File: src/rtl/bcd_conv_pkg.sv
// Shared types and constants for the BCD-to-binary conversion arbiter.
package bcd_conv_pkg;
  typedef enum logic [1:0] {IDLE, CONV, DONE} state_t;
  localparam int          DIGIT_W   = 4;
  localparam logic [3:0]  MAX_DIGIT = 4'd9;
endpackage

File: src/rtl/bcd_conv_arbiter_if.sv
// Requester/consumer handshake bundle for bcd_conv_arbiter; slave is the converter side.
interface bcd_conv_arbiter_if #(
  parameter int NREQ   = 2,
  parameter int DIGITS = 4,
  parameter int BW     = 16
);
  localparam int IW = $clog2(NREQ);

  logic [NREQ-1:0]          req_valid;
  logic [NREQ*4*DIGITS-1:0] req_bcd;
  logic [NREQ-1:0]          req_ready;
  logic                     rsp_valid;
  logic                     rsp_ready;
  logic [BW-1:0]            rsp_bin;
  logic [IW-1:0]            rsp_id;
  logic                     rsp_err;

  modport master (
    output req_valid, req_bcd, rsp_ready,
    input  req_ready, rsp_valid, rsp_bin, rsp_id, rsp_err
  );
  modport slave (
    input  req_valid, req_bcd, rsp_ready,
    output req_ready, rsp_valid, rsp_bin, rsp_id, rsp_err
  );
endinterface

File: src/rtl/bcd_rr_arbiter.sv
// Combinational round-robin picker: first asserted request at or after ptr, wrapping.
module bcd_rr_arbiter #(
  parameter int NREQ = 2,
  parameter int IW   = $clog2(NREQ)
) (
  input  logic [NREQ-1:0] req,
  input  logic [IW-1:0]   ptr,
  output logic [NREQ-1:0] gnt,
  output logic [IW-1:0]   idx,
  output logic            any
);
  int            j;
  logic [IW-1:0] jj;

  always_comb begin
    gnt = '0;
    idx = '0;
    any = 1'b0;
    j   = 0;
    jj  = '0;
    for (int k = 0; k < NREQ; k++) begin
      j = int'(ptr) + k;
      if (j >= NREQ) j = j - NREQ;
      jj = IW'(j);
      if (!any && req[jj]) begin
        any     = 1'b1;
        gnt[jj] = 1'b1;
        idx     = jj;
      end
    end
  end
endmodule

File: src/rtl/bcd_conv_arbiter.sv
// Shared digit-serial BCD->binary converter with round-robin requester arbitration.
// Optional digit range checking is enabled by defining BCDCONV_CHECK_EN.
module bcd_conv_arbiter
  import bcd_conv_pkg::*;
#(
  parameter int NREQ   = 2,
  parameter int DIGITS = 4,
  parameter int BW     = 16
) (
  input  logic               clk,
  input  logic               rst_n,
  bcd_conv_arbiter_if.slave  bus
);
  localparam int IW = $clog2(NREQ);
  localparam int WW = DIGIT_W * DIGITS;
  localparam int CW = $clog2(DIGITS + 1);

  state_t               state;
  logic [IW-1:0]        rr_ptr, gnt_idx, own_id, rsp_id_q;
  logic [NREQ-1:0]      gnt;
  logic                 gnt_any;
  logic [WW-1:0]        word;
  logic [BW-1:0]        acc, bin_q;
  logic [CW-1:0]        cnt;
  logic                 vld_q;
  logic [DIGIT_W-1:0]   digit;

`ifdef BCDCONV_CHECK_EN
  logic err_acc, err_q;
`else
  logic err_q;
  assign err_q = 1'b0;
`endif

  bcd_rr_arbiter #(.NREQ(NREQ), .IW(IW)) u_arb (
    .req (bus.req_valid),
    .ptr (rr_ptr),
    .gnt (gnt),
    .idx (gnt_idx),
    .any (gnt_any)
  );

  // Gated by rst_n so the ready lines read zero while reset is held.
  assign bus.req_ready = (state == IDLE && rst_n) ? gnt : '0;
  assign bus.rsp_valid = vld_q;
  assign bus.rsp_bin   = bin_q;
  assign bus.rsp_id    = rsp_id_q;
  assign bus.rsp_err   = err_q;

  // Word shifts left each MAC step, so the current digit is always the top nibble.
  assign digit = word[WW-1 -: DIGIT_W];

  always_ff @(posedge clk or negedge rst_n) begin
    if (!rst_n) begin
      state    <= IDLE;
      rr_ptr   <= '0;
      own_id   <= '0;
      word     <= '0;
      acc      <= '0;
      cnt      <= '0;
      vld_q    <= 1'b0;
      bin_q    <= '0;
      rsp_id_q <= '0;
`ifdef BCDCONV_CHECK_EN
      err_acc  <= 1'b0;
      err_q    <= 1'b0;
`endif
    end else begin
      case (state)
        IDLE: begin
          if (gnt_any) begin
            word    <= bus.req_bcd[int'(gnt_idx)*WW +: WW];
            own_id  <= gnt_idx;
            acc     <= '0;
            cnt     <= '0;
            rr_ptr  <= (gnt_idx == IW'(NREQ-1)) ? '0 : gnt_idx + 1'b1;
`ifdef BCDCONV_CHECK_EN
            err_acc <= 1'b0;
`endif
            state   <= CONV;
          end
        end
        CONV: begin
          if (cnt == CW'(DIGITS)) begin
            vld_q    <= 1'b1;
            rsp_id_q <= own_id;
`ifdef BCDCONV_CHECK_EN
            bin_q    <= err_acc ? '0 : acc;
            err_q    <= err_acc;
`else
            bin_q    <= acc;
`endif
            state    <= DONE;
          end else begin
            acc  <= (acc << 3) + (acc << 1) + BW'(digit);
            word <= word << DIGIT_W;
            cnt  <= cnt + 1'b1;
`ifdef BCDCONV_CHECK_EN
            err_acc <= err_acc | (digit > MAX_DIGIT);
`endif
          end
        end
        DONE: begin
          if (bus.rsp_ready) begin
            vld_q <= 1'b0;
            state <= IDLE;
          end
        end
        default: state <= IDLE;
      endcase
    end
  end
endmodule

File: src/flat_wrapper.sv
// flat-port wrapper written by rule: the top's interface ports become plain ports
module bcd_conv_arbiter_flat import bcd_conv_pkg::*;
#(
  parameter int NREQ   = 2,
  parameter int DIGITS = 4,
  parameter int BW     = 16
)
  (clk, rst_n, bus_req_valid, bus_req_bcd, bus_rsp_ready, bus_req_ready, bus_rsp_valid, bus_rsp_bin, bus_rsp_id, bus_rsp_err);
  bcd_conv_arbiter_if #(.NREQ(NREQ), .DIGITS(DIGITS), .BW(BW)) bus_i ();
  input  logic clk;
  input  logic rst_n;
  input wire logic [$bits(bus_i.req_valid)-1:0] bus_req_valid;
  input wire logic [$bits(bus_i.req_bcd)-1:0] bus_req_bcd;
  input wire logic [$bits(bus_i.rsp_ready)-1:0] bus_rsp_ready;
  output wire logic [$bits(bus_i.req_ready)-1:0] bus_req_ready;
  output wire logic [$bits(bus_i.rsp_valid)-1:0] bus_rsp_valid;
  output wire logic [$bits(bus_i.rsp_bin)-1:0] bus_rsp_bin;
  output wire logic [$bits(bus_i.rsp_id)-1:0] bus_rsp_id;
  output wire logic [$bits(bus_i.rsp_err)-1:0] bus_rsp_err;
  assign bus_i.req_valid = bus_req_valid;
  assign bus_i.req_bcd = bus_req_bcd;
  assign bus_i.rsp_ready = bus_rsp_ready;
  assign bus_req_ready = bus_i.req_ready;
  assign bus_rsp_valid = bus_i.rsp_valid;
  assign bus_rsp_bin = bus_i.rsp_bin;
  assign bus_rsp_id = bus_i.rsp_id;
  assign bus_rsp_err = bus_i.rsp_err;
  bcd_conv_arbiter #(.NREQ(NREQ), .DIGITS(DIGITS), .BW(BW)) u_core (.clk(clk), .rst_n(rst_n), .bus(bus_i));
endmodule
File: config.mk
export PLATFORM = sky130hd
export DESIGN_NAME = bcd_conv_arbiter_flat
export DESIGN_NICKNAME = d
export VERILOG_FILES = /design/src/rtl/bcd_conv_pkg.sv /design/src/rtl/bcd_conv_arbiter_if.sv /design/src/rtl/bcd_rr_arbiter.sv /design/src/rtl/bcd_conv_arbiter.sv /design/src/flat_wrapper.sv
export SDC_FILE = /design/constraint.sdc
export NUM_CORES = 1
export LEC_CHECK = 0
export ABC_CLOCK_PERIOD_IN_PS = 4040
export CAP_MARGIN = 20
export CORE_ASPECT_RATIO = 1.1
export CORE_MARGIN = 5
export CORE_UTILIZATION = 45
export CTS_CLUSTER_SIZE = 12
export DETAILED_ROUTE_END_ITERATION = 10
export PLACE_DENSITY_LB_ADDON = 0.12
export SLEW_MARGIN = 10
export SYNTH_ARGS = -nofsm -noshare
export SYNTH_HDL_FRONTEND = slang
export SYNTH_SLANG_ARGS = --single-unit
File: constraint.sdc
create_clock -name clk -period 4.04 [get_ports clk]
set_input_delay 0.808 -clock clk [delete_from_list [all_inputs] [get_ports clk]]
set_output_delay 0.808 -clock clk [all_outputs]
set_load 0.01 [all_outputs]
### Yosys cells after proc, flatten, opt, wreduce, memory -nomap -nowiden

Index checks and enable logic that the tools add are counted.

* add/sub/neg operators: 7
* multiply operators: 0
* div/mod/pow operators: 0
* order comparisons: 6
* eq/ne operators: 7
* shift-type cells: 1
* mux-type cells: 34
* bitwise logic cells: 1
* reductions and logical operators: 13

Operator list (number)
* 16-bit two-way mux: 4
* 16-bit case mux with 2 select lines: 2
* 32-bit by 6-bit variable part select with 16-bit output: 1
* 16-bit adder: 1
* 16-bit by 4-bit adder with 16-bit output: 1
* 1-bit two-way mux: 15
* 2-bit two-way mux: 6
* 3-bit AND reduction: 3
* 3-bit two-way mux: 2
* 2-bit case mux with 3 select lines: 1
* 3-bit case mux with 2 select lines: 1
* 1-bit logical AND: 4
* 1-bit by 2-bit < comparator with 1-bit output, second input constant: 2
* 2-bit by 1-bit inequality test with 1-bit output, second input constant: 2
* 2-bit inequality test, second input constant: 2
* 2-bit AND reduction: 2
* 2-bit nonzero test: 2
* 3-bit by 1-bit adder with 3-bit output, second input constant: 1
* 3-bit == test, second input constant: 1
* 1-bit by 1-bit adder with 2-bit output, second input constant: 1
* 1-bit demux with 1-bit select: 2
* 2-bit by 1-bit == test with 1-bit output, second input constant: 1
* 2-bit == test, second input constant: 1
* 1-bit greater-or-equal comparator, second input constant: 2
* 8 further kinds: 9

* flip-flop bits (word level): 57
* bits in latches: 0
* memory bits (writable): 0
* bits in read-only memories: 0
* input port bits: 37
* output and inout port bits: 21
* word-level logic and storage cells: 78
* memories: 0

### Logic depth before layout (Yosys ltp)

* depth in word-level cells: 11
* gate-level depth with buffers: 9
* gate-level depth less buffers: 9

### Cells and area by module

From an unflattened synthesis, not the netlist that was laid out.

* cells, all modules: 324
* area, all modules: 3269.4 µm²

Modules (own cells, without submodules)
* bcd_conv_arbiter: instances 1, cells each 319, area each 3236.9 µm², sequential area each 1426.4 µm²
* bcd_rr_arbiter: instances 1, cells each 5, area each 32.5 µm², sequential area each 0.0 µm²

### Worst setup path after synthesis

No wires, ideal clock.

* path type: register -> register
* start: reg u_core.acc[0]
* end: reg u_core.acc[14]
* setup time: 0.122 ns
* arrival time: 2.738 ns
* data required time: 3.918 ns
* setup slack: 1.180 ns
* stages on the path, launching flop included: 10
* clock period less this slack: 2.860 ns
* cell sequence: dfrtp_1 inv_1 fa_1 inv_1 fa_1 a21o_1 a221oi_2 nor3_1 or4_1 a32o_1

* longest elaborated chain between the ends: 4

Ends and longest elaborated chain
* from (decl): RTL line bcd_conv_arbiter.sv:23 `logic [BW-1:0] acc, bin_q;`
* from (signal assigned): RTL line bcd_conv_arbiter.sv:95 `acc <= (acc << 3) + (acc << 1) + BW'(digit);`
* 16-bit adder: RTL line bcd_conv_arbiter.sv:95
* 16-bit by 4-bit adder with 16-bit output: RTL line bcd_conv_arbiter.sv:95
* 16-bit two-way mux: RTL line bcd_conv_arbiter.sv:84 `if (cnt == CW'(DIGITS)) begin`
* 16-bit case mux with 2 select lines: RTL line bcd_conv_arbiter.sv:69 `case (state)`

No other way between the ends. The select of a mux whose other input is x is not followed.
A chain may end at the register's enable or synchronous reset.

### Final worst setup path

Ends and elaborated chain as after synthesis.

==> impl_metrics.ini <==
[outcome]
outcome = finished clean

[floorplanning]
rows = 32
initial_core_util_pct = 46.2
ios = 58
core_region_area_um2 = 7010
die_x_um = 90.8
die-area_um2 = 8980
die_h_um = 98.9

[flow_run]
cap_viol_max_count = 0

[sta]
min_period_ns = 3.04
fmax_ghz = 0.329
finalSetupTns_ns = 0
hold_violations = 0
final-setup-viol-count = 0
final_max_slew_viol_count = 0
worstMarginPinSlew_ns = 0.930
rsz0062_at_grt = no
skew_ns = 0.0123
period_share_pct = 75.3
relSlewSlack_pct = 38.0

[power]
p_leak_nw = 1.96
vdd_drop_max_mv = 0.540
power_density_nw_per_um2 = 956

[global_routing]
grt_pass1_vias = 2528
track_usage_pct = 16.1
grt_overflow = 0
grt_max_degree = 58
grt_pass1_wl_mm = 11.8
antenna_found_initial = 0

[route]
vias = 2457
wl_per_cell_um = 15.0
drc = 0
avgViaCountPerCell = 5.51
routed_wl_mm = 6.69
dr.pass1.iters = 4
drt_iter0_markers = 46
ant_nets = 0

[cts]
clock_latency_ns = 0.34
post_cts_buffers = 0
clk_pin_slew_ns = 0.07
htree_num_levels = 3
postCtsHoldBufs = 0
cts_made_buffers = 9
cts_root_buf = clkbuf_8
tritoncts = yes
cts_buffer_depth = 2
ctsResizeCount = 0
clock_sinks = 57

[worst_setup_path]
start_kind = register
crit_type = register to register
cp_data_arrival_time_ns = 3.27
worstSetupEndpointType = register
critPathMaxFanout = 4
critPathRequiredTime_ns = 4.27

[cells_and_area]
drive_gt1_share_pct = 11.6
fin_nets = 423
fillers = 628
area_delta_synth_final_pct = 26.0
multi_input_area_um2 = 1700
seq_area_um2 = 1430
antenna_cells = 0
final_cells = 446

[placement]
dp_cells = 430
gp_congestion = 0.872
portBuffers = 56
dp_hpwl_mm = 5.02

[logic_synthesis]
yosys.area.top_type = dfrtp_1
synth_edf_count = 0
synth_top_cell_area_share_pct = 44.1
synth_cell_types = 44
synthCells = 299
ys_ff_latch = 57
yosysWarnings = 0
synthArstFlopShare_pct = 100
synth_top_flop_cell = dfrtp_1
synth.most_common_cell = dfrtp_1
netlist_top_cells_count = dfrtp_1, ha_1, nand2_1
postSynthNetCount = 366
ys_seq_area_share_pct = 44.1
synthTopCellsByArea = dfrtp_1, ha_1, mux2_2, mux2i_1, a21o_1
synth.cell_area_um2 = 3230
syn_avg_cell_area_um2 = 10.8

[worst_hold_path]
worstHoldPathType = register to register
[registers in the layout (all words and copies together), names as in the netlist]
signal and flops:
u_core.acc 16, u_core.word 16, u_core.own_id 1, u_core.bus.rsp_bin 16
u_core.cnt 3, u_core.bus.rsp_id 1, u_core.bus.rsp_valid 1, u_core.rr_ptr 1
u_core.state 2
[worst max-delay path, cell delays in order (launching register included)]
cell and delay [ns]:
dfrtp_1 0.35, inv_1 0.07, fa_1 0.53, inv_1 0.07
fa_1 0.46, a21o_1 0.22, a221oi_2 0.39, nor3_1 0.12
or4_1 0.48, a32o_1 0.25
[area by class of cell]
type	count	share of cell area (%)
Multi-Input combinational cell	216	41.7
Clock inverter	5	1.35
Inverter	11	1.01
Timing Repair Buffer	61	14.9
Tap cell	85	2.61
Sequential cell	57	35.0
Clock buffer	11	3.47
[power by group]
part | internal [mW] | switching, mW | total, mW
clock network | 0.299 | 0.227 | 0.526
logic | 1.14 | 1.16 | 2.30
registers | 0.869 | 0.198 | 1.07
total | 2.31 | 1.59 | 3.90
[logic make-up after synthesis]
logic type | count (synthesis) | synth area share (%)
AO/OA/AOI/OAI | 86 | 19.0
adder cells (fa/ha/maj) | 30 | 12.1
buffers and inverters | 26 | 3.52
other | 1 | 0.116
AND/OR/NAND/NOR | 58 | 8.36
XOR/XNOR | 10 | 2.71
flip-flops | 57 | 44.1
multiplexers | 31 | 10.2
[stage by stage]
stage	power (mW)	worst slack [ns]	utilization (%)	instance area, um2	hold WS, ns
6_report	3.90	0.999	58.2	4080	0.479
3_3_place_gp	3.37	1.05	55.4	3880	0.461
3_5_place_dp	3.41	1.02	55.4	3880	0.468
2_1_floorplan	2.78	1.18	-	3230	0.443
5_1_grt	4.31	0.805	58.2	4080	0.500
4_1_cts	3.95	0.996	58.2	4080	0.483
[worst paths after layout]
kind,start,end,slack [ns],cells after the start
worst max-delay path,u_core.acc[0],u_core.acc[14],1.0,9
max in group asynchronous,rst_n,u_core.bus.rsp_bin[1],2.86,2
min in group asynchronous,rst_n,u_core.bus.rsp_bin[6],0.70,2
worst max register to register,u_core.acc[0],u_core.acc[14],1.0,9
worst min-delay path,u_core.word[11],u_core.word[11],0.48,1
worst min register to register,u_core.word[11],u_core.word[11],0.48,1
[cell usage in the layout, fill, tap and decap left out, types with 2 or more instances in the layout]
cell	Yosys	routed
a211o_1	2	2
a211oi_1	13	13
a21o_1	16	16
a21oi_1	10	10
a22o_1	8	8
a31oi_1	2	2
a32o_1	5	5
and2_1	2	2
buf_4	1	4
clkbuf_8	0	10
clkdlybuf4s50_1	0	55
clkinv_2	0	2
clkinvlp_4	0	2
dfrtp_1	57	57
fa_1	2	2
ha_1	28	28
inv_1	10	10
mux2_2	15	15
mux2i_1	16	16
nand2_1	21	21
nand2b_1	2	2
nand4_1	3	3
nor2_1	17	17
nor3_1	3	3
o21ai_0	18	17
o31ai_1	5	5
or3_1	2	2
or4_1	3	3
xnor2_1	7	7
xor2_1	3	3
[per-layer routing]
layer | vias to the layer above | routed length [um] | GRT usage, %
met5 | - | 0 | 0
met4 | 0 | 117 | 7.00
met3 | 10 | 357 | 3.89
met2 | 64 | 3280 | 26.8
met1 | 1173 | 2940 | 20.0
li1 | 1210 | - | -
Power figures use the tool's default switching activity.
